`src/rtl/fifo_arb_pkg.sv`:
```
// Shared types for the FIFO write-side arbiter.
// State encoding and default burst length.
package fifo_arb_pkg;

  typedef enum logic {
    ST_IDLE  = 1'b0,
    ST_GRANT = 1'b1
  } arb_state_t;

  localparam int BURST_LEN_DEF = 8;

endpackage

```
`src/rtl/fifo_wr_arbiter_rr_pick.sv`:
```
// Round-robin picker: first set request above
// last, wrapping modulo N. Purely combinational.
module rr_pick #(
  parameter int N  = 4,
  parameter int IW = $clog2(N)
) (
  input  logic [N-1:0]  req,
  input  logic [IW-1:0] last,
  output logic [IW-1:0] gnt_idx,
  output logic          any
);

  logic [IW-1:0] w_idx;
  logic [IW-1:0] w_gnt;
  logic          w_found;
  int            w_j;

  // scan N slots starting one past the last grant
  always_comb begin
    w_found = 1'b0;
    w_gnt   = '0;
    w_idx   = '0;
    w_j     = 0;
    for (int k = 1; k <= N; k++) begin
      w_j   = (int'(last) + k) % N;
      w_idx = IW'(w_j);
      if (!w_found && req[w_idx]) begin
        w_found = 1'b1;
        w_gnt   = w_idx;
      end
    end
  end

  assign gnt_idx = w_gnt;
  assign any     = w_found;

endmodule

```
`src/rtl/fifo_wr_arbiter.sv`:
```
// Round-robin burst arbiter for the async FIFO
// write port, with a sticky write-error flag.
module fifo_wr_arbiter
  import fifo_arb_pkg::*;
#(
  parameter int  N         = 4,
  parameter int  DW        = 32,
  parameter int  BURST_LEN = BURST_LEN_DEF,
  localparam int IW        = $clog2(N)
) (
  input  logic          wclk,
  input  logic          rst,
  input  logic [N-1:0]  req_valid,
  input  logic [N*DW-1:0] req_data,
  output logic [N-1:0]  req_ready,
  input  logic          fifo_full,
  input  logic          fifo_wr_err,
  output logic          fifo_wr_en,
  output logic [DW-1:0] fifo_wr_data,
  output logic [IW-1:0] grant_id,
  output logic          busy,
  output logic          err_sticky,
  input  logic          err_clr
);

  arb_state_t    r_state;
  arb_state_t    w_state_nxt;
  logic [IW-1:0] r_grant;
  logic [IW-1:0] r_last;
  logic [7:0]    r_burst_cnt;
  logic          r_err;

  logic [IW-1:0] w_pick;
  logic          w_any;
  logic          w_sel_valid;
  logic          w_xfer;
  logic          w_last_beat;
  logic          w_release;
  logic          w_done;
  logic          w_in_grant;

  rr_pick #(
    .N  (N),
    .IW (IW)
  ) u_pick (
    .req     (req_valid),
    .last    (r_last),
    .gnt_idx (w_pick),
    .any     (w_any)
  );

  // select the granted requester's valid and data
  always_comb begin
    w_sel_valid  = 1'b0;
    fifo_wr_data = '0;
    for (int i = 0; i < N; i++) begin
      if (r_grant == IW'(i)) begin
        w_sel_valid  = req_valid[i];
        fifo_wr_data = req_data[i*DW +: DW];
      end
    end
  end

  // reset gates the strobe so an aborted burst
  // leaves its pending word with the requester
  assign w_in_grant  = (r_state == ST_GRANT) & ~rst;
  assign w_xfer      = w_in_grant & w_sel_valid
                     & ~fifo_full;
  assign w_last_beat = w_xfer
                     & (r_burst_cnt == 8'(BURST_LEN-1));
  assign w_release   = ~w_sel_valid & ~fifo_full;
  assign w_done      = w_last_beat | w_release;

  // state register
  always_ff @(posedge wclk) begin
    if (rst) r_state <= ST_IDLE;
    else     r_state <= w_state_nxt;
  end

  // next-state logic
  always_comb begin
    w_state_nxt = r_state;
    unique case (r_state)
      ST_IDLE:  if (w_any)  w_state_nxt = ST_GRANT;
      ST_GRANT: if (w_done) w_state_nxt = ST_IDLE;
      default:  w_state_nxt = ST_IDLE;
    endcase
  end

  // outputs: strobe and ready are live from fifo_full
  always_comb begin
    busy       = (r_state == ST_GRANT);
    fifo_wr_en = w_xfer;
    req_ready  = '0;
    for (int i = 0; i < N; i++) begin
      req_ready[i] = w_in_grant & ~fifo_full
                   & (r_grant == IW'(i));
    end
  end

  // grant, round-robin pointer and burst counter
  always_ff @(posedge wclk) begin
    if (rst) begin
      r_grant     <= '0;
      r_last      <= IW'(N-1);
      r_burst_cnt <= '0;
    end else if (r_state == ST_IDLE) begin
      if (w_any) begin
        r_grant     <= w_pick;
        r_burst_cnt <= '0;
      end
    end else begin
      if (w_xfer) r_burst_cnt <= r_burst_cnt + 8'd1;
      if (w_done) r_last      <= r_grant;
    end
  end

  // sticky error: a new error beats a clear
  always_ff @(posedge wclk) begin
    if (rst)              r_err <= 1'b0;
    else if (fifo_wr_err) r_err <= 1'b1;
    else if (err_clr)     r_err <= 1'b0;
  end

  assign grant_id   = r_grant;
  assign err_sticky = r_err;

endmodule
```
`config.mk`:
```
export PLATFORM = sky130hd
export DESIGN_NAME = fifo_wr_arbiter
export DESIGN_NICKNAME = d
export VERILOG_FILES = /design/src/rtl/fifo_arb_pkg.sv /design/src/rtl/fifo_wr_arbiter_rr_pick.sv /design/src/rtl/fifo_wr_arbiter.sv
export SDC_FILE = /design/constraint.sdc
export NUM_CORES = 1
export LEC_CHECK = 0
export BUFFER_PORTS_ARGS = -buffer_cell sky130_fd_sc_hd__clkbuf_2
export CORE_ASPECT_RATIO = 0.7
export CORE_MARGIN = 2
export CORE_UTILIZATION = 37
export CTS_BUF_LIST = sky130_fd_sc_hd__clkbuf_4
export DETAILED_ROUTE_END_ITERATION = 10
export PLACE_DENSITY = 0.89
export SYNTH_ARGS = -nofsm -noshare
export SYNTH_HDL_FRONTEND = slang
export SYNTH_SLANG_ARGS = --single-unit
```
`constraint.sdc`:
```
create_clock -name wclk -period 3.5 [get_ports wclk]
set_input_delay 0.35 -clock wclk [delete_from_list [all_inputs] [get_ports wclk]]
set_output_delay 0.35 -clock wclk [all_outputs]
set_load 0.01 [all_outputs]
```
Word level (Yosys, flattened, before mapping):

Index checks and enable logic that the tools add are counted.

* flip-flop bits (word level): 14
* bits of input ports: 137
* output and inout port bits: 41
* logic and storage cells: 78

* add/sub/neg operators: 5
* $lt $le $gt $ge: 4
* equality and inequality tests: 5
* muxes and demuxes: 32
* bitwise operators: 15
* reduce and logical (&&, ||, !) cells: 12

Operators by type and width (number)
* 32-bit 2-to-1 mux: 4
* 8-bit 2-to-1 mux: 3
* 1-bit 2-to-1 mux: 16
* 2-bit by 3-bit < comparator with 1-bit output, second input constant: 4
* 1-bit AND: 10
* 8-bit by 1-bit adder with 8-bit output, second input constant: 1
* 1-bit binary-select mux with 2-bit select: 4
* 8-bit by 3-bit == test with 1-bit output, second input constant: 1
* 2-bit 2-to-1 mux: 4
* 2-bit AND reduction: 3
* 2-bit by 1-bit adder with 2-bit output, second input constant: 2
* 2-bit adder, second input constant: 2
* 2-bit == test, second input constant: 2
* 1-bit inverter: 4
* 2-bit nonzero test: 2
* 1-bit logical AND: 3
* 1-bit zero test: 3
* 2-bit by 1-bit == test with 1-bit output, second input constant: 1
* 2-bit zero test: 1
* 2-bit by 1-bit inequality test with 1-bit output, second input constant: 1
* 1-bit case mux with 2 select lines: 1
* 1-bit bitwise OR: 1

Logic depth before layout (Yosys ltp):

* word-level depth: 15
* mapped depth: 6

Hierarchy:

From an unflattened synthesis, not the netlist that was laid out.

* cell total of the unflattened synthesis: 136
* area total of the unflattened synthesis: 1569.0 um^2

Modules (own cells, without submodules)
* fifo_wr_arbiter: times used 1, cells each 122, area an instance 1477.7 um^2
* rr_pick: times used 1, cells each 14, area an instance 91.3 um^2

Worst setup path after synthesis:

OpenSTA, ideal clock, no wires.

* path type: reg-to-output
* from: register r_grant[0], in the netlist grant_id[0]
* to: output fifo_wr_data[10]
* arrival: 1.586 ns
* data required time: 3.150 ns
* slack: 1.564 ns
* cell stages (with the launch flop): 4
* cell sequence: dfxtp_1 > buf_2 > buf_2 > mux4_2

* longest elaborated chain between the ends: 5
* elaborated cells on any way between the ends: 8

Ends and longest elaborated chain
* start, declared: RTL line fifo_wr_arbiter.sv:28 `logic [IW-1:0] r_grant;`
* start signal, assigned: RTL line fifo_wr_arbiter.sv:109 `r_grant <= w_pick;`
* 2-bit zero test: RTL line fifo_wr_arbiter.sv:57 `if (r_grant == IW'(i)) begin`
* 32-bit 2-to-1 mux (3 in series): RTL line fifo_wr_arbiter.sv:57
* 32-bit 2-to-1 mux *: RTL line fifo_wr_arbiter.sv:57
* end, declared: RTL line fifo_wr_arbiter.sv:19 `output logic [DW-1:0] fifo_wr_data,`

Every way passes the cells marked *; elsewhere a longest branch is shown, timed or not.

Worst setup path after layout:

* from: register r_grant[0], in the netlist grant_id[0]
* to: output fifo_wr_data[24]

Same word-level chain as after synthesis.

==> metrics.log <==
INFO  metric critPathLaunchType = flip-flop
INFO  metric dpl.cell_count = 353
INFO  metric synth.ff_latch_count = 14
INFO  metric grt_max_degree = 21
INFO  metric postCtsResizedCells = 0
INFO  metric r2r_slack = 1610 ps
INFO  metric yosys_warnings = 0
INFO  metric placement.io_buffers = 177
INFO  metric drt_pass1_iterations = 5
INFO  metric syn-cell-area = 0.00149 mm^2
INFO  metric post_drt_wl_per_cell = 17.0 um
INFO  metric critPathMaxFanout = 19
INFO  metric final-hold-violation-count = 0
INFO  metric n_antenna_cell = 0
INFO  metric worst_ir_drop_vdd = 0.000221 V
INFO  metric core_region_area = 0.00390 mm^2
INFO  metric slew_headroom = 49.0%
INFO  metric max_freq = 425 MHz
INFO  metric timing.hold.worst_endpoint = err_sticky
INFO  metric rsz0062_at_grt = false
INFO  metric syn_avg_cell_area = 11.6 um^2
INFO  metric ctsLongestPathBuffers = 2
INFO  metric timing.final.setup_violations = 0
INFO  metric synth.area.mux_share = 51.2%
INFO  metric initial_util = 38.3%
INFO  metric mappedNetlistNets = 267
INFO  metric asyncSetResetFlopFracSynth = 0%
INFO  metric cpMaxStageDelayCell = dfxtp_2
INFO  metric seq_area = 282 um^2
INFO  metric synthAdderAreaFrac = 0.839%
INFO  metric cts_htree_levels = 1
INFO  metric cts_inserted_buffers = 3
INFO  metric fin_crit_sh = 67.2%
INFO  metric worst_setup_path_class = reg -> out
INFO  metric synth-xor-area-share = 3.52%
INFO  metric power = 0.000593 W
INFO  metric crit_buf_inv = 2
INFO  metric synth-edff-count = 0
INFO  metric maxCapViolations = 0
INFO  metric worstSkewPairLatency = 280 ps
INFO  metric grt_antenna_before_repair = 0
INFO  metric synthDistinctLibCells = 32
INFO  metric clkSlewWorstSetupHoldPaths = 80 ps
INFO  metric nNetsFinal = 444
INFO  metric synth_cells = 129
INFO  metric min-delay-start = fifo_wr_err
INFO  metric outcome = completed
INFO  metric worst_hold_path.num_cells = 3
INFO  metric timing.setup.tns = 0 ps
INFO  metric synth_compound_area_share = 5.70%
INFO  metric rows = 19
INFO  metric die-height = 57.1 um
INFO  metric num_vias = 1,895
INFO  metric design_area = 0.00246 mm^2
INFO  metric dieWidth = 79.9 um
INFO  metric layout_commonest_cell = clkbuf_2
INFO  metric r2r.worst_path.cells = 4
INFO  metric clock-root-buffer = clkbuf_4
INFO  metric fin_util = 63.2%
INFO  metric total_leakage_power = 1.26 nW
INFO  metric routabilityCongestion = 0.872
INFO  metric clock_sink_count = 14
INFO  metric timing.critical_path.arrival = 2000 ps
INFO  metric grt_pass1_wl = 9.15 mm
INFO  metric crit_path_max_incr_delay = 650 ps
INFO  metric nFillCells = 363
INFO  metric cell_chain_critical_path = buf_4, mux4_2, clkbuf_2
INFO  metric worst_setup_path_end_kind = output port
INFO  metric final_layout_size_suffix_gt1_share = 71.8%
INFO  metric post_cts.repair.setup_buffers = 0
INFO  metric synth_top_family_by_area = multiplexers
INFO  metric ioPinCount = 178
INFO  metric place_area = 0.00244 mm^2
INFO  metric postCtsHoldBufs = 0
INFO  metric signed_area_change_from_the_synthesized_netlist_to_the_final_layout = 65.3%
INFO  metric vias_per_cell = 5.31
INFO  metric worst_clock_skew = 5.56 ps
INFO  metric die_area = 0.00456 mm^2
INFO  metric commonest_cells_after_routing_fill_and_taps_aside = clkbuf_2 (177), mux4_2 (33), nor2_1 (15)
INFO  metric finalWirelength = 6.07 mm
INFO  metric slew_violations = 0
INFO  metric postRouteAntennaNets = 0
INFO  metric period_minus_slack = 2350 ps
INFO  metric synth-main-ff-cell = dfxtp_1
INFO  metric multi_input_area = 0.00115 mm^2
INFO  metric yosysSeqAreaShare = 18.8%
INFO  metric required = 3150 ps
INFO  metric synthSimpleGateAreaFrac = 15.6%
INFO  metric min-delay-path-class = in -> reg
INFO  metric dr.first_iter.drc_count = 77
INFO  metric globalRouteTotalUtil = 26.3%
INFO  metric finish.cell_count_without_fillers = 357
INFO  metric post-route-drc-count = 0
INFO  metric worstReg2RegEnd = busy
INFO  metric tritoncts = built
INFO  metric powerDensity = 240 mW/mm^2
INFO  metric critical-path-top-delay-family = flip-flops
INFO  metric gr-total-overflow = 0
INFO  metric dpl.hpwl = 5.42 mm
INFO  metric first_global_vias = 1,909
INFO  metric worstReg2RegStart = grant_id[1]
INFO  metric worst_pin_slew = 758 ps
kinds of logic (layout without fill, tap and decap cells):
| family | Yosys count | after routing |
|---|---|---|
| xor gates and xnor gates | 6 | 6 |
| DFF | 14 | 14 |
| and+or+nand+nor | 44 | 44 |
| AOI/OAI and AO/OA | 13 | 13 |
| buffers and inverters | 16 | 192 |
| adders and majority gates | 1 | 1 |
| muxes | 35 | 35 |
final cells by class:
type | count | share of cell area [%]
clock buffer | 3 | 0.914
clock inverter | 1 | 0.152
inverter | 6 | 0.914
multi-input combinational | 99 | 46.5
sequential | 14 | 11.4
tap | 52 | 2.64
timing repair buffer | 182 | 37.5
Yosys cell counts (2+ instances only):
cell,instances,area [um^2]
nand2_1,3,11.3
dfxtp_1,14,280
nand3_1,5,25.0
nand2b_1,2,12.5
a21oi_1,4,20.0
inv_1,6,22.5
buf_2,4,20.0
o21ai_0,2,10.0
xor2_1,6,52.6
nor3_1,2,10.0
clkbuf_1,5,18.8
nand4_1,4,25.0
nor3b_1,2,15.0
mux2i_1,2,20.0
nor2_1,15,56.3
mux4_2,33,743
and3_1,5,31.3
layer usage:
metal / vias up / share of wire (%) / routed length (um) / global-route usage (%)
li1: 880 / - / - / -
met1: 930 / 38 / 2280 / 31.4
met2: 73 / 55 / 3340 / 49.4
met3: 12 / 5.2 / 315 / 3.80
met4: 0 / 2.3 / 137 / 7.02
met5: - / 0 / 0 / 0
how the worst max path moves through the flow:
stage	end	startpoint	slack [ps]	cells after the start
3_5_place_dp	fifo_wr_data[24]	grant_id[0]	1420	3
2_1_floorplan	fifo_wr_data[10]	grant_id[0]	1560	3
4_1_cts	fifo_wr_data[24]	grant_id[0]	1100	3
6_report	fifo_wr_data[24]	grant_id[0]	1150	3
3_3_place_gp	fifo_wr_data[23]	grant_id[0]	1460	3
5_1_grt	fifo_wr_data[24]	grant_id[0]	1010	3
registers in the layout, indices dropped and copies added, names as in the netlist:
register / cells
r_last: 2
r_burst_cnt: 8
err_sticky: 1
busy: 1
grant_id: 2
worst register-to-register path: stages, from the launching register on:
cell and delay, ps:
dfxtp_1 340, buf_4 260, mux4_2 650, a211o_1 360, and3_1 180
power breakdown:
| group | internal, W | switching [W] |
|---|---|---|
| clock | 0.0000414 | 0.0000524 |
| combinational | 0.000185 | 0.000134 |
| sequential | 0.000166 | 0.0000145 |
per-stage QoR:
stage               hold slack, ps  setup slack, ps
finish                         286             1150
global route                   293             1010
CTS                            280             1100
detailed placement             494             1420
global placement               468             1460
floorplan                      467             1560
(Power assumes the default switching activity.)
